**src/rtl/sim_uart_pkg.sv**
```systemverilog
// Shared types and helpers for the simulation UART output arbiter.
package sim_uart_pkg;

  localparam logic [7:0] UART_NEWLINE = 8'h0a;
  localparam int         MAX_REQ      = 8;

  typedef enum logic {IDLE, LOCKED} arb_state_e;

  typedef struct packed {
    logic       found;
    logic [2:0] idx;
  } rr_pick_t;

  // First set bit of valid at or after ptr, wrapping modulo n (n <= MAX_REQ).
  function automatic rr_pick_t rr_pick(input logic [MAX_REQ-1:0] valid,
                                       input logic [2:0]         ptr,
                                       input int                 n);
    rr_pick_t   r;
    logic [2:0] j;
    r = '0;
    // Descending scan so the smallest offset from ptr is written last.
    for (int k = MAX_REQ-1; k >= 0; k--) begin
      if (k < n) begin
        j = 3'((int'(ptr) + k) % n);
        if (valid[j]) begin
          r.found = 1'b1;
          r.idx   = j;
        end
      end
    end
    return r;
  endfunction

endpackage

```
**src/rtl/sim_uart_out_arbiter_if.sv**
```systemverilog
// Request/sink bundle of the simulation UART output arbiter.
interface sim_uart_out_arbiter_if #(
  parameter int NUM_REQ = 4,
  parameter int IDW     = (NUM_REQ > 1) ? $clog2(NUM_REQ) : 1
);
  logic [NUM_REQ-1:0]      req_valid;
  logic [NUM_REQ-1:0][7:0] req_ch;
  logic [NUM_REQ-1:0]      req_ready;
  logic                    out_valid;
  logic [7:0]              out_ch;
  logic                    out_ready;
  logic                    lock_valid;
  logic [IDW-1:0]          lock_id;

  modport master (
    output req_valid, req_ch, out_ready,
    input  req_ready, out_valid, out_ch, lock_valid, lock_id
  );

  modport slave (
    input  req_valid, req_ch, out_ready,
    output req_ready, out_valid, out_ch, lock_valid, lock_id
  );
endinterface

```
**src/rtl/sim_uart_fifo.sv**
```systemverilog
// Character FIFO with registered storage; head reads as 0 while empty.
module sim_uart_fifo #(
  parameter int DEPTH = 16
) (
  input  logic       clock,
  input  logic       reset,
  input  logic       push,
  input  logic [7:0] din,
  input  logic       pop,
  output logic       full,
  output logic       empty,
  output logic [7:0] head
);
  localparam int AW = $clog2(DEPTH);

  logic [7:0]  mem [DEPTH];
  logic [AW:0] wr_ptr, rd_ptr;

  assign empty = (wr_ptr == rd_ptr);
  assign full  = (wr_ptr[AW] != rd_ptr[AW]) && (wr_ptr[AW-1:0] == rd_ptr[AW-1:0]);
  assign head  = empty ? 8'h00 : mem[rd_ptr[AW-1:0]];

  always_ff @(posedge clock) begin
    if (!reset) begin
      wr_ptr <= '0;
      rd_ptr <= '0;
    end else begin
      if (push && !full) begin
        mem[wr_ptr[AW-1:0]] <= din;
        wr_ptr              <= wr_ptr + (AW+1)'(1);
      end
      if (pop && !empty) rd_ptr <= rd_ptr + (AW+1)'(1);
    end
  end
endmodule

```
**src/rtl/sim_uart_out_arbiter.sv**
```systemverilog
// Round-robin, line-locked arbiter sharing the sim UART output among NUM_REQ sources.
module sim_uart_out_arbiter
  import sim_uart_pkg::*;
#(
  parameter int NUM_REQ      = 4,
  parameter int FIFO_DEPTH   = 16,
  parameter int LOCK_TIMEOUT = 256
) (
  input logic                   clock,
  input logic                   reset,
  sim_uart_out_arbiter_if.slave bus
);
  localparam int IDW = (NUM_REQ > 1) ? $clog2(NUM_REQ) : 1;
  localparam int CW  = $clog2(LOCK_TIMEOUT + 1);

  arb_state_e         state;
  logic [IDW-1:0]     owner, rr_ptr, grant;
  logic [CW-1:0]      cnt;
  logic [MAX_REQ-1:0] valid8;
  rr_pick_t           pick;
  logic [NUM_REQ-1:0] ready;
  logic               full, empty, push, is_nl;
  logic [7:0]         push_ch, head;

  function automatic logic [IDW-1:0] inc_id(input logic [IDW-1:0] i);
    return (i == IDW'(NUM_REQ-1)) ? '0 : i + IDW'(1);
  endfunction

  always_comb begin
    valid8 = '0;
    valid8[NUM_REQ-1:0] = bus.req_valid;
    pick  = rr_pick(valid8, 3'(rr_ptr), NUM_REQ);
    grant = (state == LOCKED) ? owner : pick.idx[IDW-1:0];
    ready = '0;
    // Gated by reset so nothing is offered while the slice is being cleared.
    if (reset && !full && (state == LOCKED || pick.found)) ready[grant] = 1'b1;
  end

  assign push    = |(bus.req_valid & ready);
  assign push_ch = bus.req_ch[grant];
  assign is_nl   = (push_ch == UART_NEWLINE);

  assign bus.req_ready = ready;
  assign bus.out_valid = !empty;
  assign bus.out_ch    = head;

  sim_uart_fifo #(.DEPTH(FIFO_DEPTH)) u_fifo (
    .clock (clock),
    .reset (reset),
    .push  (push),
    .din   (push_ch),
    .pop   (bus.out_ready),
    .full  (full),
    .empty (empty),
    .head  (head)
  );

  always_ff @(posedge clock) begin
    if (!reset) begin
      state          <= IDLE;
      owner          <= '0;
      rr_ptr         <= '0;
      cnt            <= '0;
      bus.lock_valid <= 1'b0;
      bus.lock_id    <= '0;
    end else begin
      case (state)
        IDLE: begin
          if (push) begin
            if (is_nl) begin
              rr_ptr <= inc_id(grant);
            end else begin
              state          <= LOCKED;
              owner          <= grant;
              cnt            <= '0;
              bus.lock_valid <= 1'b1;
              bus.lock_id    <= grant;
            end
          end
        end
        LOCKED: begin
          if (push) begin
            cnt <= '0;
            if (is_nl) begin
              state          <= IDLE;
              rr_ptr         <= inc_id(owner);
              owner          <= '0;
              bus.lock_valid <= 1'b0;
              bus.lock_id    <= '0;
            end
          end else if (cnt == CW'(LOCK_TIMEOUT-1)) begin
            // Forced release: owner went quiet or the sink stalled too long.
            state          <= IDLE;
            rr_ptr         <= inc_id(owner);
            owner          <= '0;
            cnt            <= '0;
            bus.lock_valid <= 1'b0;
            bus.lock_id    <= '0;
          end else begin
            cnt <= cnt + CW'(1);
          end
        end
        default: state <= IDLE;
      endcase
    end
  end
endmodule

```
**src/flat_wrapper.sv**
```systemverilog
// flat-port wrapper written by rule: the top's interface ports become plain ports
module sim_uart_out_arbiter_flat import sim_uart_pkg::*;
#(
  parameter int NUM_REQ      = 4,
  parameter int FIFO_DEPTH   = 16,
  parameter int LOCK_TIMEOUT = 256
)
  (clock, reset, bus_req_valid, bus_req_ch, bus_out_ready, bus_req_ready, bus_out_valid, bus_out_ch, bus_lock_valid, bus_lock_id);
  sim_uart_out_arbiter_if #(.NUM_REQ(NUM_REQ)) bus_i ();
  input logic clock;
  input logic reset;
  input wire logic [$bits(bus_i.req_valid)-1:0] bus_req_valid;
  input wire logic [$bits(bus_i.req_ch)-1:0] bus_req_ch;
  input wire logic [$bits(bus_i.out_ready)-1:0] bus_out_ready;
  output wire logic [$bits(bus_i.req_ready)-1:0] bus_req_ready;
  output wire logic [$bits(bus_i.out_valid)-1:0] bus_out_valid;
  output wire logic [$bits(bus_i.out_ch)-1:0] bus_out_ch;
  output wire logic [$bits(bus_i.lock_valid)-1:0] bus_lock_valid;
  output wire logic [$bits(bus_i.lock_id)-1:0] bus_lock_id;
  assign bus_i.req_valid = bus_req_valid;
  assign bus_i.req_ch = bus_req_ch;
  assign bus_i.out_ready = bus_out_ready;
  assign bus_req_ready = bus_i.req_ready;
  assign bus_out_valid = bus_i.out_valid;
  assign bus_out_ch = bus_i.out_ch;
  assign bus_lock_valid = bus_i.lock_valid;
  assign bus_lock_id = bus_i.lock_id;
  sim_uart_out_arbiter #(.NUM_REQ(NUM_REQ), .FIFO_DEPTH(FIFO_DEPTH), .LOCK_TIMEOUT(LOCK_TIMEOUT)) u_core (.clock(clock), .reset(reset), .bus(bus_i));
endmodule
```
**config.mk**
```make
export PLATFORM = sky130hd
export DESIGN_NAME = sim_uart_out_arbiter_flat
export DESIGN_NICKNAME = d
export VERILOG_FILES = /design/src/rtl/sim_uart_pkg.sv /design/src/rtl/sim_uart_out_arbiter_if.sv /design/src/rtl/sim_uart_fifo.sv /design/src/rtl/sim_uart_out_arbiter.sv /design/src/flat_wrapper.sv
export SDC_FILE = /design/constraint.sdc
export NUM_CORES = 1
export LEC_CHECK = 0
export ABC_CLOCK_PERIOD_IN_PS = 4050
export CAP_MARGIN = 20
export CORE_UTILIZATION = 40
export DETAILED_ROUTE_END_ITERATION = 8
export GPL_ROUTABILITY_DRIVEN = 1
export PLACE_DENSITY_LB_ADDON = 0.15
export SKIP_CTS_REPAIR_TIMING = 1
export SYNTH_ARGS = -nofsm -noshare
export SYNTH_HDL_FRONTEND = slang
export SYNTH_SLANG_ARGS = --single-unit
export TNS_END_PERCENT = 5
```
**constraint.sdc**
```tcl
create_clock -name clock -period 4.05 [get_ports clock]
set_clock_uncertainty 0.1 [all_clocks]
set_input_delay 0.6075 -clock clock [delete_from_list [all_inputs] [get_ports clock]]
set_output_delay 0.6075 -clock clock [all_outputs]
set_load 0.03 [all_outputs]
```
==> flow_summary.html <==
<table>
<tr><th>Metric</th><th>Value</th></tr>
<tr><th colspan="2">STA</th></tr>
<tr><td>Final Hold Vio Count</td><td>0</td></tr>
<tr><td>Transition time at the pin with the least slew margin</td><td>about 0.73 ns</td></tr>
<tr><td>Share of the cycle needed by the critical path after routing</td><td>0.9039</td></tr>
<tr><td>Final setup fails</td><td>0</td></tr>
<tr><td>RSZ-0062 raised after global routing</td><td>no</td></tr>
<tr><td>Total Negative Setup Slacks</td><td>0 ns</td></tr>
<tr><td>Max Clock Freq</td><td>approximately 270 MHz</td></tr>
<tr><td>Pins Over Slew Limit</td><td>0</td></tr>
<tr><td>Max transition margin</td><td>0.5085</td></tr>
<tr><td>Post-route setup slack</td><td>just under 0.4 ns</td></tr>
<tr><td>Final min period</td><td>roughly 3.7 ns</td></tr>
<tr><th colspan="2">Critical path</th></tr>
<tr><td>Worst Path Arrival</td><td>~3.0 ns</td></tr>
<tr><td>Required arrival time at the worst endpoint</td><td>around 3.3 ns</td></tr>
<tr><td>Crit Path Class</td><td>reg -&gt; out</td></tr>
<tr><td>Category of the worst setup path launch point</td><td>flip-flop</td></tr>
<tr><td>Worst R2R Setup Slack</td><td>about 0.78 ns</td></tr>
<tr><td>Critical register-to-register path endpoint</td><td>u_core.u_fifo.mem[0][1]</td></tr>
<tr><td>Path depth of the worst reg2reg path</td><td>7</td></tr>
<tr><td>Critical Path Sink Type</td><td>output port</td></tr>
<tr><td>Largest driver fanout on the critical path</td><td>21</td></tr>
<tr><td>R2r startpoint</td><td>u_core.state</td></tr>
<tr><th colspan="2">Synthesis</th></tr>
<tr><td>Share of async-settable or async-resettable flops after synthesis</td><td>0</td></tr>
<tr><td>Syn Nets</td><td>522</td></tr>
<tr><td>Synth Cell Area</td><td>roughly 7000 sq um</td></tr>
<tr><td>Top cell type by total area after synthesis</td><td>edfxtp_1</td></tr>
<tr><td>Number of distinct library cell variants in the gate-level netlist after synthesis</td><td>between 50 and 60</td></tr>
<tr><td>Number of enable flip-flop cells after synthesis</td><td>between 100 and 150</td></tr>
<tr><td>Area share of the largest cell type after synthesis</td><td>0.5460</td></tr>
<tr><td>Sequential fraction of the synthesis area</td><td>0.6285</td></tr>
<tr><td>Syn. warnings</td><td>0</td></tr>
<tr><td>Syn avg cell area</td><td>14.82 sq um</td></tr>
<tr><td>Most used flip-flop cell after synthesis</td><td>edfxtp_1</td></tr>
<tr><td>Flip-flop and latch count after synthesis</td><td>between 150 and 200</td></tr>
<tr><td>Number of standard cells after synthesis</td><td>475</td></tr>
<tr><td>Cell types occupying the most area after synthesis</td><td>edfxtp_1, mux4_2, dfxtp_1, nand2_1, nor2_1</td></tr>
<tr><th colspan="2">Worst hold path</th></tr>
<tr><td>Path class of the lowest-slack min-delay path</td><td>reg -&gt; reg</td></tr>
<tr><td>Hold-critical path depth</td><td>2</td></tr>
<tr><td>Worst hold start</td><td>u_core.rr_ptr[0]</td></tr>
<tr><td>Hold Path End</td><td>u_core.rr_ptr[0]</td></tr>
<tr><th colspan="2">Cells and area</th></tr>
<tr><td>Post-synthesis to final-layout area growth</td><td>22.64%</td></tr>
<tr><td>Diodes inserted</td><td>0</td></tr>
<tr><td>Area of combinational cells with multiple inputs</td><td>roughly 2500 sq um</td></tr>
<tr><td>Finished layout cell area</td><td>~8600 sq um</td></tr>
<tr><td>Most frequent cells in the layout</td><td>edfxtp_1, clkdlybuf4s50_1, nand2_1, mux4_2, buf_4</td></tr>
<tr><td>Share of post-route cells with drive strength above 1</td><td>0.2132</td></tr>
<tr><td>Number of fillers in the final layout</td><td>roughly 1,500</td></tr>
<tr><td>Most common cell after layout, fill and taps aside</td><td>edfxtp_1</td></tr>
<tr><td>Layout net count</td><td>between 600 and 700</td></tr>
<tr><td>Sequential cell area</td><td>between 4000 and 5000 sq um</td></tr>
<tr><th colspan="2">Die</th></tr>
<tr><td>Core Region</td><td>17,240 sq um</td></tr>
<tr><td>Full die area</td><td>18,130 sq um</td></tr>
<tr><td>Starting utilization of the core area</td><td>0.4084</td></tr>
<tr><td>Die Ht</td><td>between 100 and 150 microns</td></tr>
<tr><td>Die Width</td><td>~130 microns</td></tr>
<tr><td>Row cnt</td><td>48</td></tr>
<tr><td>Number of primary I/O pins</td><td>55</td></tr>
<tr><th colspan="2">Detailed routing</th></tr>
<tr><td>Initial drt markers</td><td>approximately 250</td></tr>
<tr><td>First-pass iteration count of the detailed router</td><td>4</td></tr>
<tr><td>Routed wire length</td><td>between 15 and 20 mm</td></tr>
<tr><td>DRC violation count after routing</td><td>0</td></tr>
<tr><td>Total number of vias</td><td>between 4,000 and 5,000</td></tr>
<tr><td>Count of antenna-violating nets left after detailed routing</td><td>0</td></tr>
<tr><td>Final routed wire length divided by cell count</td><td>19.50 microns</td></tr>
<tr><td>Average via count per standard cell</td><td>around 5.5</td></tr>
<tr><th colspan="2">GRT</th></tr>
<tr><td>Number of antenna violations at the first check in global routing</td><td>0</td></tr>
<tr><td>Global-route wire length before repair</td><td>24.95 mm</td></tr>
<tr><td>Global-route usage over all layers</td><td>0.1875</td></tr>
<tr><td>Vias in the first global route</td><td>4,571</td></tr>
<tr><td>Maximum number of pins on one net before global-route repair</td><td>33</td></tr>
<tr><td>Global route overflow</td><td>0</td></tr>
<tr><th colspan="2">Clock tree</th></tr>
<tr><td>TritonCTS clock tree</td><td>done</td></tr>
<tr><td>Num Clock Sinks</td><td>157</td></tr>
<tr><td>Clk slew on worst S/H paths</td><td>approximately 0.060 ns</td></tr>
<tr><td>Maximum count of clock buffers along a single path</td><td>2</td></tr>
<tr><td>Clock H-tree levels</td><td>4</td></tr>
<tr><td>Latest clock arrival within the worst-skew pair</td><td>around 0.42 ns</td></tr>
<tr><td>Number of buffers added by the clock tree synthesis step</td><td>17</td></tr>
<tr><td>Clock Tree Root</td><td>clkbuf_16</td></tr>
<tr><th colspan="2">Power</th></tr>
<tr><td>Power density cells</td><td>479.3 nW/um^2</td></tr>
<tr><td>Worst vdd ir</td><td>0.3215 mV</td></tr>
<tr><td>Power consumption</td><td>about 0.0041 W</td></tr>
<tr><td>Static power due to leakage</td><td>between 2 and 3 nW</td></tr>
<tr><th colspan="2">Place</th></tr>
<tr><td>Routability Congestion</td><td>0.8879</td></tr>
<tr><td>Setup slack after placement</td><td>around 0.19 ns</td></tr>
<tr><td>IO buf count</td><td>54</td></tr>
<tr><td>Placement Cell Area</td><td>just over 8000 sq um</td></tr>
<tr><td>Post-DP HPWL</td><td>about 11 mm</td></tr>
<tr><th colspan="2">Run</th></tr>
<tr><td>Number of max-capacitance violations reported</td><td>0</td></tr>
<tr><th colspan="2">Outcome</th></tr>
<tr><td>Outcome</td><td>finished clean</td></tr>
</table>
[critical path, stage by stage (launching register included)]
cell and delay, ns:
dfxtp_1 0.76, inv_1 0.30, a221oi_2 0.53, nand2_1 0.14, nor2_1 0.11, clkdlybuf4s50_1 0.68
[worst max-delay path by stage]
stage                                start                       to
after floorplan           bus_req_valid[2]  u_core.u_fifo.mem[0][0]
after global placement    bus_req_valid[1]  u_core.u_fifo.mem[0][1]
after detailed placement  bus_req_valid[2]  u_core.u_fifo.mem[1][1]
after CTS                     u_core.state         bus_req_ready[0]
after global routing          u_core.state         bus_req_ready[0]
final                         u_core.state         bus_req_ready[0]
[power breakdown]
group	internal [W]	switching, W	total [W]
Combinational	0.000352	0.000434	0.000786
Clock	0.000806	0.000671	0.00148
Sequential	0.00184	0.0000305	0.00187
[per-stage QoR]
step	hold slack, ns	util	cells
final	0.3909	0.5009	802
after CTS	0.3968	0.5009	802
after detailed placement	0.3831	0.4684	770
after global routing	0.4303	0.5009	802
after floorplan	0.3521	-	475
after global placement	0.3698	0.4684	770
[cells by family (layout without fill, tap and decap cells)]
| family | count (synthesis) | count (layout) | synth area share |
|---|---|---|---|
| simple gates | 153 | 153 | 0.1129 |
| mux | 50 | 50 | 0.1442 |
| compound gates | 57 | 57 | 0.06239 |
| fa+ha+maj | 8 | 8 | 0.01422 |
| flops | 157 | 157 | 0.6285 |
| xor+xnor | 13 | 13 | 0.01618 |
| buf+inv | 37 | 139 | 0.02168 |
[layer usage]
layer / up-vias / GRT usage / part of all wire
li1: 2048 / - / -
met4: 0 / 0.06929 / 0.018
met2: 81 / 0.3127 / 0.51
met5: - / 0 / 0
met3: 26 / 0.03754 / 0.029
met1: 2230 / 0.2427 / 0.44
[state kept, by name, indices dropped and copies added, names as in the netlist, named ones only]
register and cells:
u_core.cnt 9, u_core.u_fifo.rd_ptr 5, u_core.u_fifo.wr_ptr 5, u_core.bus.lock_id 2
u_core.rr_ptr 2, u_core.state 1, u_core.u_fifo.mem 128, u_core.bus.lock_valid 1
[synth_stat cells, types with 2 or more instances]
| master | number |
|---|---|
| a211oi_1 | 4 |
| a21oi_1 | 10 |
| o311a_1 | 3 |
| inv_1 | 13 |
| nor4b_1 | 7 |
| nand4_1 | 5 |
| nor2_1 | 27 |
| o31a_1 | 2 |
| buf_1 | 5 |
| nand3b_1 | 4 |
| nand3_1 | 9 |
| o22ai_1 | 3 |
| and3_1 | 12 |
| clkbuf_1 | 12 |
| a31oi_1 | 10 |
| nor2b_1 | 11 |
| nor4_1 | 2 |
| dfxtp_1 | 29 |
| buf_2 | 5 |
| o21a_1 | 2 |
| mux4_2 | 41 |
| mux2i_1 | 8 |
| nand2_1 | 49 |
| or3_1 | 6 |
| o21ai_1 | 2 |
| nor3_1 | 8 |
| xnor2_1 | 4 |
| and2_1 | 2 |
| o311ai_0 | 3 |
| edfxtp_1 | 128 |
| nand2b_1 | 6 |
| ha_1 | 8 |
| xor2_1 | 9 |
| o21ai_0 | 4 |
[cell type report]
| cell class | count | share of cell area |
|---|---|---|
| well taps | 225 | 0.03261 |
| clock inverters | 14 | 0.01507 |
| clock buffers | 18 | 0.04971 |
| flip-flops and latches | 157 | 0.5126 |
| repair buffers | 93 | 0.09797 |
| multi-input cells | 281 | 0.2859 |
| inverters | 14 | 0.006087 |
Power figures use the tool's default switching activity.
==> edit (same settings) <==
`NUM_REQ` is set to 4 in 3 places; all go to 8.
--- a/src/rtl/sim_uart_out_arbiter_if.sv
+++ b/src/rtl/sim_uart_out_arbiter_if.sv
@@ -1,6 +1,6 @@
 // Request/sink bundle of the simulation UART output arbiter.
 interface sim_uart_out_arbiter_if #(
-  parameter int NUM_REQ = 4,
+  parameter int NUM_REQ = 8,
   parameter int IDW     = (NUM_REQ > 1) ? $clog2(NUM_REQ) : 1
 );
   logic [NUM_REQ-1:0]      req_valid;
--- a/src/rtl/sim_uart_out_arbiter.sv
+++ b/src/rtl/sim_uart_out_arbiter.sv
@@ -2,7 +2,7 @@
 module sim_uart_out_arbiter
   import sim_uart_pkg::*;
 #(
-  parameter int NUM_REQ      = 4,
+  parameter int NUM_REQ      = 8,
   parameter int FIFO_DEPTH   = 16,
   parameter int LOCK_TIMEOUT = 256
 ) (
--- a/src/flat_wrapper.sv
+++ b/src/flat_wrapper.sv
@@ -1,7 +1,7 @@
 // flat-port wrapper written by rule: the top's interface ports become plain ports
 module sim_uart_out_arbiter_flat import sim_uart_pkg::*;
 #(
-  parameter int NUM_REQ      = 4,
+  parameter int NUM_REQ      = 8,
   parameter int FIFO_DEPTH   = 16,
   parameter int LOCK_TIMEOUT = 256
 )
Ports: changed (resized bus_lock_id, bus_req_ch, bus_req_ready and bus_req_valid); port bits go from 55 to 96. The function was not compared with the original's and may differ.
==> edit against the original RTL <==
- the flow now finishes with violations (setup timing)
- die area grew 26%
- design area grew 47%
- maximum frequency shrank 15%
- first-iteration DRC count grew 50%
- setup slack lost 0.66 ns
- wire length grew 66%
- synthesized area grew 27%
- global-route usage grew 3.9 points
- total power grew 120%
- sequential cell count grew 2
- clock power grew 5%
- core utilization grew 8.2 points
- critical path depth grew 9
- register-to-register slack lost 1.0 ns
==> edit: results (changes against the original RTL) <==
Synth top cells by count=edfxtp_1 (128), nand2_1 (73), nor2_1 (55), mux4_2 (48), clkbuf_1 (32); post-synthesis mux area share=16.5% (+2.1 points); failing checks=setup timing; Yosys cell types=76 (+36%); Mapped Nets=826 (+58%); Worst R2R Setup Slack=-0.26 ns (-1.04 ns); met2 WL=13.8 mm (+72%); drt first pass iters=5 (+1); met2 usage in global routing=39.8% (+8.5 points); first-pass GRT wire length=38.6 mm (+55%); top cells by area, synth=edfxtp_1 (43%), mux4_2 (12%), dfxtp_1 (7.0%); Syn Inst Count=741 (+56%); fraction of layout cells with a size suffix above 1=37.5% (+16 points); gpl congestion=0.866 (-2.5%); Setup WS pre-CTS=-0.877 ns (-1.07 ns); post-DP HPWL=19.3 mm (+73%); met1 GRT Util=28.6% (+4.3 points); outcome=complete, but fails checks; final worst slack=-0.274 ns (-0.664 ns); Nets=1050 (+72%); met3 Use GR=3.67% (-0.079 points); HP Start=u_core.cnt[8]$_SDFFE_PN0P_; Placed Cells=1204 (+56%); crit-path max FO=6 (-71%); power per standard cell area=723 nW/um^2 (+51%); initial DRC count=380 (+50%); Peak VDD IR=0.000315 V (-2.1%); vias in the first global route=7039 (+54%); leak pwr=4.54 nW (+58%); arrival time at the worst endpoint=3.62 ns (+0.67 ns); Layout Cells excl Fill=1258 (+57%); area post-placement=11400 sq um (+41%); clock-net power=1.55 mW (+5%); per-cell routed wire length=20.7 um (+6.1%); RR Startpoint=u_core.rr_ptr[1]$_SDFFE_PN0P_; endpoints failing setup=155 (+155); post-synthesis xor/xnor area fraction=1.56% (-0.062 points); setup TNS=-19.81 ns (-19.81 ns); Comb. pwr=5.13 mW (+550%)
## edit: worst paths after layout
check	cells past startpoint	to
setup / recovery	14	bus_req_ready[4]
hold / removal	2	u_core.cnt[8]$_SDFFE_PN0P_
setup reg to reg	16	u_core.rr_ptr[2]$_SDFFE_PN0P_
hold reg to reg	2	u_core.cnt[8]$_SDFFE_PN0P_
## edit: worst max-delay path, stage by stage (launching register included)
cell and delay (ns):
dfxtp_4 0.40, clkinv_8 0.05, ha_4 0.32, buf_6 0.11, mux4_2 0.52, nand2_1 0.10
nand4_1 0.20, and4b_2 0.32, buf_6 0.14, a211oi_4 0.30, nor2_4 0.10, buf_6 0.15
buf_6 0.13, nor3_2 0.16, buf_4 0.18
## edit: area by class of cell
class	instances	area, sq um
clock buffer	17	425
clock inverter	15	154
fill	1772	9110
inverter	22	97.6
multi-input combinational	504	4750
sequential	159	4470
tap	280	350
timing repair buffer	261	2460
